**config.mk**
```make
export PLATFORM = sky130hd
export DESIGN_NAME = pc_sequencer
export DESIGN_NICKNAME = d
export VERILOG_FILES = /design/src/rtl/pc_sequencer_pkg.sv /design/src/rtl/pc_target_mux.sv /design/src/rtl/pc_sequencer.sv
export SDC_FILE = /design/constraint.sdc
export NUM_CORES = 1
export LEC_CHECK = 0
export CAP_MARGIN = 20
export CELL_PAD_IN_SITES_DETAIL_PLACEMENT = 0
export CELL_PAD_IN_SITES_GLOBAL_PLACEMENT = 1
export CORE_ASPECT_RATIO = 0.8
export CORE_MARGIN = 5
export CORE_UTILIZATION = 33
export DETAILED_ROUTE_END_ITERATION = 7
export PLACE_DENSITY = 0.83
export SYNTH_ARGS = -nofsm -noshare
export SYNTH_HDL_FRONTEND = slang
export SYNTH_SLANG_ARGS = --single-unit
export TNS_END_PERCENT = 20
```
**constraint.sdc**
```tcl
create_clock -name clk -period 4.7 [get_ports clk]
set_input_delay 0.94 -clock clk [delete_from_list [all_inputs] [get_ports clk]]
set_output_delay 0.94 -clock clk [all_outputs]
set_load 0.005 [all_outputs]
```
**src/rtl/pc_sequencer_pkg.sv**
```systemverilog
// Shared definitions for the fetch-stage PC sequencer.
//   state_t    : sequencer FSM states
//   pc_sel_t   : next-PC source select driven by the FSM into pc_target_mux
//   PC_INCR    : sequential fetch increment (one 32-bit instruction word)
package pc_sequencer_pkg;

    typedef enum logic [1:0] {
        IDLE   = 2'd0,
        FETCH  = 2'd1,
        HOLD   = 2'd2,
        BUBBLE = 2'd3
    } state_t;

    typedef enum logic [1:0] {
        SEL_HOLD     = 2'd0,
        SEL_ADVANCE  = 2'd1,
        SEL_REDIRECT = 2'd2
    } pc_sel_t;

    localparam logic [31:0] PC_INCR = 32'd4;

endpackage

```
**src/rtl/pc_target_mux.sv**
```systemverilog
// Next-PC source selection for the fetch sequencer.
// Ports:
//   pc              in   current fetch address
//   jump/jump_target, branch_taken/branch_target  in  redirect requests
//   sel             in   hold / advance / redirect select from the FSM
//   next_pc         out  value to load into the PC register
//   pc_plus4        out  pc + 4, wrapping modulo 2^32
//   redirect        out  jump | branch_taken
//   target_misalign out  selected redirect target has nonzero bits [1:0]
module pc_target_mux
    import pc_sequencer_pkg::*;
(
    input  logic [31:0] pc,
    input  logic        jump,
    input  logic [31:0] jump_target,
    input  logic        branch_taken,
    input  logic [31:0] branch_target,
    input  pc_sel_t     sel,
    output logic [31:0] next_pc,
    output logic [31:0] pc_plus4,
    output logic        redirect,
    output logic        target_misalign
);

    logic [31:0] target;

    // Jump wins over a simultaneously resolved branch.
    assign target          = jump ? jump_target : branch_target;
    assign redirect        = jump | branch_taken;
    assign target_misalign = |target[1:0];
    assign pc_plus4        = pc + PC_INCR;

    always_comb begin
        next_pc = pc;
        unique case (sel)
            SEL_ADVANCE:  next_pc = pc_plus4;
            SEL_REDIRECT: next_pc = {target[31:2], 2'b00};
            default:      next_pc = pc;
        endcase
    end

endmodule

```
**src/rtl/pc_sequencer.sv**
```systemverilog
// Instruction-fetch PC sequencer: walks the fetch address by 4, holds on
// stall or memory wait, and redirects on jump/branch with a one-cycle
// bubble that kills the wrong-path IF/ID entry.
// Ports:
//   clk, rst            single clock, synchronous active-high reset
//   stall               hazard-unit hold request
//   imem_ready          instruction memory returns the word at pc_out
//   branch_taken/target resolved branch redirect
//   jump/jump_target    jump redirect (priority over branch)
//   pc_out              current fetch address (PC register)
//   pc_plus4            pc_out + 4, combinational
//   if_valid            fetched word is captured into IF/ID this cycle
//   flush               IF/ID kill, high during the redirect bubble
//   misalign            one-cycle pulse after a redirect to an unaligned target
//   fetch_count         number of accepted fetches
module pc_sequencer
    import pc_sequencer_pkg::*;
#(
    parameter logic [31:0] RESET_PC = 32'h0000_0000
) (
    input  logic        clk,
    input  logic        rst,
    input  logic        stall,
    input  logic        imem_ready,
    input  logic        branch_taken,
    input  logic [31:0] branch_target,
    input  logic        jump,
    input  logic [31:0] jump_target,
    output logic [31:0] pc_out,
    output logic [31:0] pc_plus4,
    output logic        if_valid,
    output logic        flush,
    output logic        misalign,
    output logic [31:0] fetch_count
);

    state_t      state, next_state;
    pc_sel_t     sel;
    logic [31:0] next_pc;
    logic        redirect;
    logic        target_misalign;
    logic        take_redirect;

    pc_target_mux u_mux (
        .pc              (pc_out),
        .jump            (jump),
        .jump_target     (jump_target),
        .branch_taken    (branch_taken),
        .branch_target   (branch_target),
        .sel             (sel),
        .next_pc         (next_pc),
        .pc_plus4        (pc_plus4),
        .redirect        (redirect),
        .target_misalign (target_misalign)
    );

    always_comb begin
        next_state    = state;
        sel           = SEL_HOLD;
        if_valid      = 1'b0;
        take_redirect = 1'b0;
        unique case (state)
            IDLE: begin
                // Redirects are ignored until the first fetch is issued.
                next_state = FETCH;
            end
            FETCH, HOLD: begin
                if (redirect) begin
                    sel           = SEL_REDIRECT;
                    take_redirect = 1'b1;
                    next_state    = BUBBLE;
                end else if (stall || !imem_ready) begin
                    next_state = HOLD;
                end else begin
                    sel        = SEL_ADVANCE;
                    if_valid   = 1'b1;
                    next_state = FETCH;
                end
            end
            BUBBLE: begin
                // A back-to-back redirect restarts the bubble at the new target.
                if (redirect) begin
                    sel           = SEL_REDIRECT;
                    take_redirect = 1'b1;
                    next_state    = BUBBLE;
                end else begin
                    next_state = FETCH;
                end
            end
            default: next_state = IDLE;
        endcase
    end

    always_ff @(posedge clk) begin
        if (rst) begin
            state       <= IDLE;
            pc_out      <= RESET_PC;
            flush       <= 1'b0;
            misalign    <= 1'b0;
            fetch_count <= '0;
        end else begin
            state    <= next_state;
            pc_out   <= next_pc;
            flush    <= (next_state == BUBBLE);
            misalign <= take_redirect & target_misalign;
            if (if_valid)
                fetch_count <= fetch_count + 32'd1;
        end
    end

endmodule

```
==> impl_summary.log <==
INFO  metric outcome = finished, final reports clean
INFO  metric ctsHoldBuffers = 0
INFO  metric grt.total_usage = 17.7%
INFO  metric min_period_over_period = 86.9%
INFO  metric worst_slew_pin_slew = 1.01 ns
INFO  metric drtPass1Iterations = 4
INFO  metric setup_tns = 0 ns
INFO  metric fin_max_slew_vios = 0
INFO  metric hpwl_after_detailed_placement = 10300 um
INFO  metric cell_variety_after_synth = 50
INFO  metric antenna_left = 0
INFO  metric yosys.area.top_type = dfxtp_1
INFO  metric timing.critical_path.required = 3.76 ns
INFO  metric p_sw_share = 35.4%
INFO  metric routed-via-count = 4288
INFO  metric globalRoute.totalOverflow = 0
INFO  metric fin_worst_skew = 0.00450 ns
INFO  metric clkLatencyLatePin = 0.33 ns
INFO  metric route.final.wire_length = 13600 um
INFO  metric grt_antenna_before_repair = 0
INFO  metric core_region_area = 12300 sq um
INFO  metric ir_worst_vdd = 188 uV
INFO  metric drive_gt1_share = 5.90%
INFO  metric critPathCaptureType = output port
INFO  metric synth_top_cells_by_area = dfxtp_1 (32%), mux2i_1 (8.2%), xor2_1 (7.1%), nor2_1 (6.7%), xnor2_1 (5.0%)
INFO  metric relSlewSlack = 32.4%
INFO  metric finalCriticalPeriod = 4.08 ns
INFO  metric postSynthAreaPerCell = 7.92 sq um
INFO  metric dieArea = 15000 sq um
INFO  metric number_of_failing_setup_endpoints_in_the_final_timing_report = 0
INFO  metric syn_area = 4170 sq um
INFO  metric combPwrFrac = 40.4%
INFO  metric floorplan.io_pins = 169
INFO  metric drc = 0
INFO  metric design_power_total = 2.30 mW
INFO  metric synthesis.instances = 527
INFO  metric internal_power = 1.49 mW
INFO  metric clock_power_share = 26.2%
INFO  metric ys_ff_latch = 66
INFO  metric rsz_0062_raised_after_global_routing = no
INFO  metric total_leakage_power = 2.23 nW
INFO  metric hold_violation_total_from_the_final_report = 0
INFO  metric worstSetupPathType = register to output port
INFO  metric placement_rows = 36
INFO  metric drt-wirelength-per-cell = 16.0 um
INFO  metric ys_warn_count = 0
INFO  metric yosys.area.top_type_share = 31.7%
INFO  metric cts_tree = built
INFO  metric chipHeight = 111 um
INFO  metric ctsHtreeMaxLevel = 3
INFO  metric number_of_enable_flip_flop_cells_after_synthesis = 0
INFO  metric total_switching_power = 0.817 mW
INFO  metric fin_hold_ws = 0.513 ns
INFO  metric critical_path.max_fanout = 8
INFO  metric num_antenna_cells = 0
INFO  metric port_buffers = 164
INFO  metric grt_max_degree = 36
INFO  metric die-width = 136 um
INFO  metric hold_class = register to register
INFO  metric first_global_vias = 4213
INFO  metric initial_standard_cell_utilization_of_the_core = 33.9%
INFO  metric fmaxAchievable = 245 MHz
INFO  metric placement.setup.worst_slack = 0.955 ns
INFO  metric seq_power_share = 33.4%
INFO  metric max-cap-violations = 0
INFO  metric clockBufferDepth = 2
INFO  metric drt-vias-per-instance = 5.05
INFO  metric gp_routability_congestion = 0.897
INFO  metric arrival = 3.14 ns
INFO  metric worst_slack = 0.617 ns
INFO  metric syn2layout_area_growth = 48.1%
INFO  metric yosys_most_used_dff = dfxtp_1
INFO  metric cellPowerDensity = 373 nW/um^2
INFO  metric global_route_wire_length_before_repair = 21900 um
INFO  metric async_reset_ff_share = 0%
INFO  metric cts_buffers = 9
INFO  metric postCtsSetupRepairBufs = 0
INFO  metric design.final.nets = 751
INFO  metric fin_util = 50.2%
INFO  metric crit_path_start_kind = register
INFO  metric cts-root-buf = clkbuf_16
INFO  metric clkTransAtPathRegs = 0.05 ns
INFO  metric synth.yosys.seq_area_share = 31.7%
INFO  metric cts.repair.resized = 0
INFO  metric drt_iter0_markers = 222
INFO  metric cts_num_sinks = 66
cell families after synthesis:
kind of cell	Yosys count	synth area share (%)
buffers and inverters	51	5.19
and+or+nand+nor	230	28.4
xor gates and xnor gates	58	12.2
other	1	0.0899
muxes	37	8.97
adders and majority gates	6	1.80
AOI/OAI and AO/OA	78	11.7
DFF	66	31.7
power groups by stage:
stage / Sequential, mW / Combinational [mW] / Clock, mW
6_report: 0.770 / 0.932 / 0.603
5_1_grt: 0.788 / 1.03 / 0.642
4_1_cts: 0.767 / 0.941 / 0.617
3_5_place_dp: 0.778 / 0.936 / 0
3_3_place_gp: 0.772 / 0.928 / 0
2_1_floorplan: 0.744 / 0.497 / 0
worst max-delay path, cell delays in order, from the launching register on:
cell and delay [ns]:
dfxtp_1 0.45, ha_1 0.30, nand3_1 0.18, or4_1 0.60
or4_4 0.59, xnor2_1 0.16, clkdlybuf4s50_1 0.52
metal layers:
layer / GRT usage [%] / part of all wire [%]
met1: 23.8 / 46
met2: 27.6 / 45
met3: 4.86 / 6.8
met4: 5.57 / 2.3
met5: 0 / 0
layout make-up:
class | count | area, sq um
repair buffers | 171 | 1680
fillers | 1153 | 6120
well taps | 171 | 214
flip-flops and latches | 66 | 1320
clock buffers | 11 | 243
inverters | 14 | 52.6
clock inverters | 3 | 17.5
multi-input cells | 413 | 2650
synthesized netlist by cell type (3+ instances only):
| cell | instances |
|---|---|
| o221ai_1 | 9 |
| and3_1 | 8 |
| or4_1 | 5 |
| nand4_1 | 23 |
| nor2_1 | 75 |
| a21oi_1 | 28 |
| ha_1 | 6 |
| or2_2 | 4 |
| o21ai_0 | 17 |
| xnor2_1 | 24 |
| nor2b_1 | 7 |
| and4_1 | 3 |
| nand2_1 | 38 |
| nor4_1 | 5 |
| nor4_2 | 6 |
| buf_4 | 4 |
| clkbuf_1 | 22 |
| mux2_2 | 3 |
| dfxtp_1 | 66 |
| o21bai_1 | 3 |
| a31oi_1 | 4 |
| xor2_1 | 34 |
| nand3_1 | 29 |
| mux2i_1 | 34 |
| nor3_1 | 13 |
| buf_2 | 7 |
| inv_1 | 14 |
| a211oi_1 | 4 |
| buf_1 | 3 |
registers in the layout, indices dropped and copies added, names as in the netlist:
| signal | cells |
|---|---|
| fetch_count | 32 |
| misalign | 1 |
| state | 2 |
| flush | 1 |
| pc_out | 30 |
stage by stage:
step           cell area, sq um  std cells
2_1_floorplan              4180        530
3_3_place_gp               5920        835
3_5_place_dp               5920        835
4_1_cts                    6180        849
5_1_grt                    6180        849
6_report                   6180        849
layout by cell type, fill, tap and decap left out, types with 5 or more instances in the layout:
master           count
clkbuf_16            9
nand3_1             29
nor2b_1              7
nor4_2               6
nor2_1              75
nand4_1             23
xor2_1              34
mux2i_1             34
dfxtp_1             66
o21ai_0             17
inv_1               14
nor3_1              13
buf_4                7
xnor2_1             24
nor4_1               5
nand2_1             38
ha_1                 6
or4_1                5
a21oi_1             28
clkdlybuf4s50_1    162
o221ai_1             9
and3_1               8
final timing paths:
path                                startpoint  slack [ns]  cells after the start                            to
setup / recovery        pc_out[2]$_SDFFE_PP0P_        0.62                      6                  pc_plus4[26]
hold / removal    fetch_count[31]$_SDFFE_PP0P_        0.51                      2  fetch_count[31]$_SDFFE_PP0P_
setup reg to reg           state[0]$_SDFF_PP0_        2.01                      8       pc_out[23]$_SDFFE_PP0P_
hold reg to reg   fetch_count[31]$_SDFFE_PP0P_        0.51                      2  fetch_count[31]$_SDFFE_PP0P_
(Power assumes the default switching activity.)
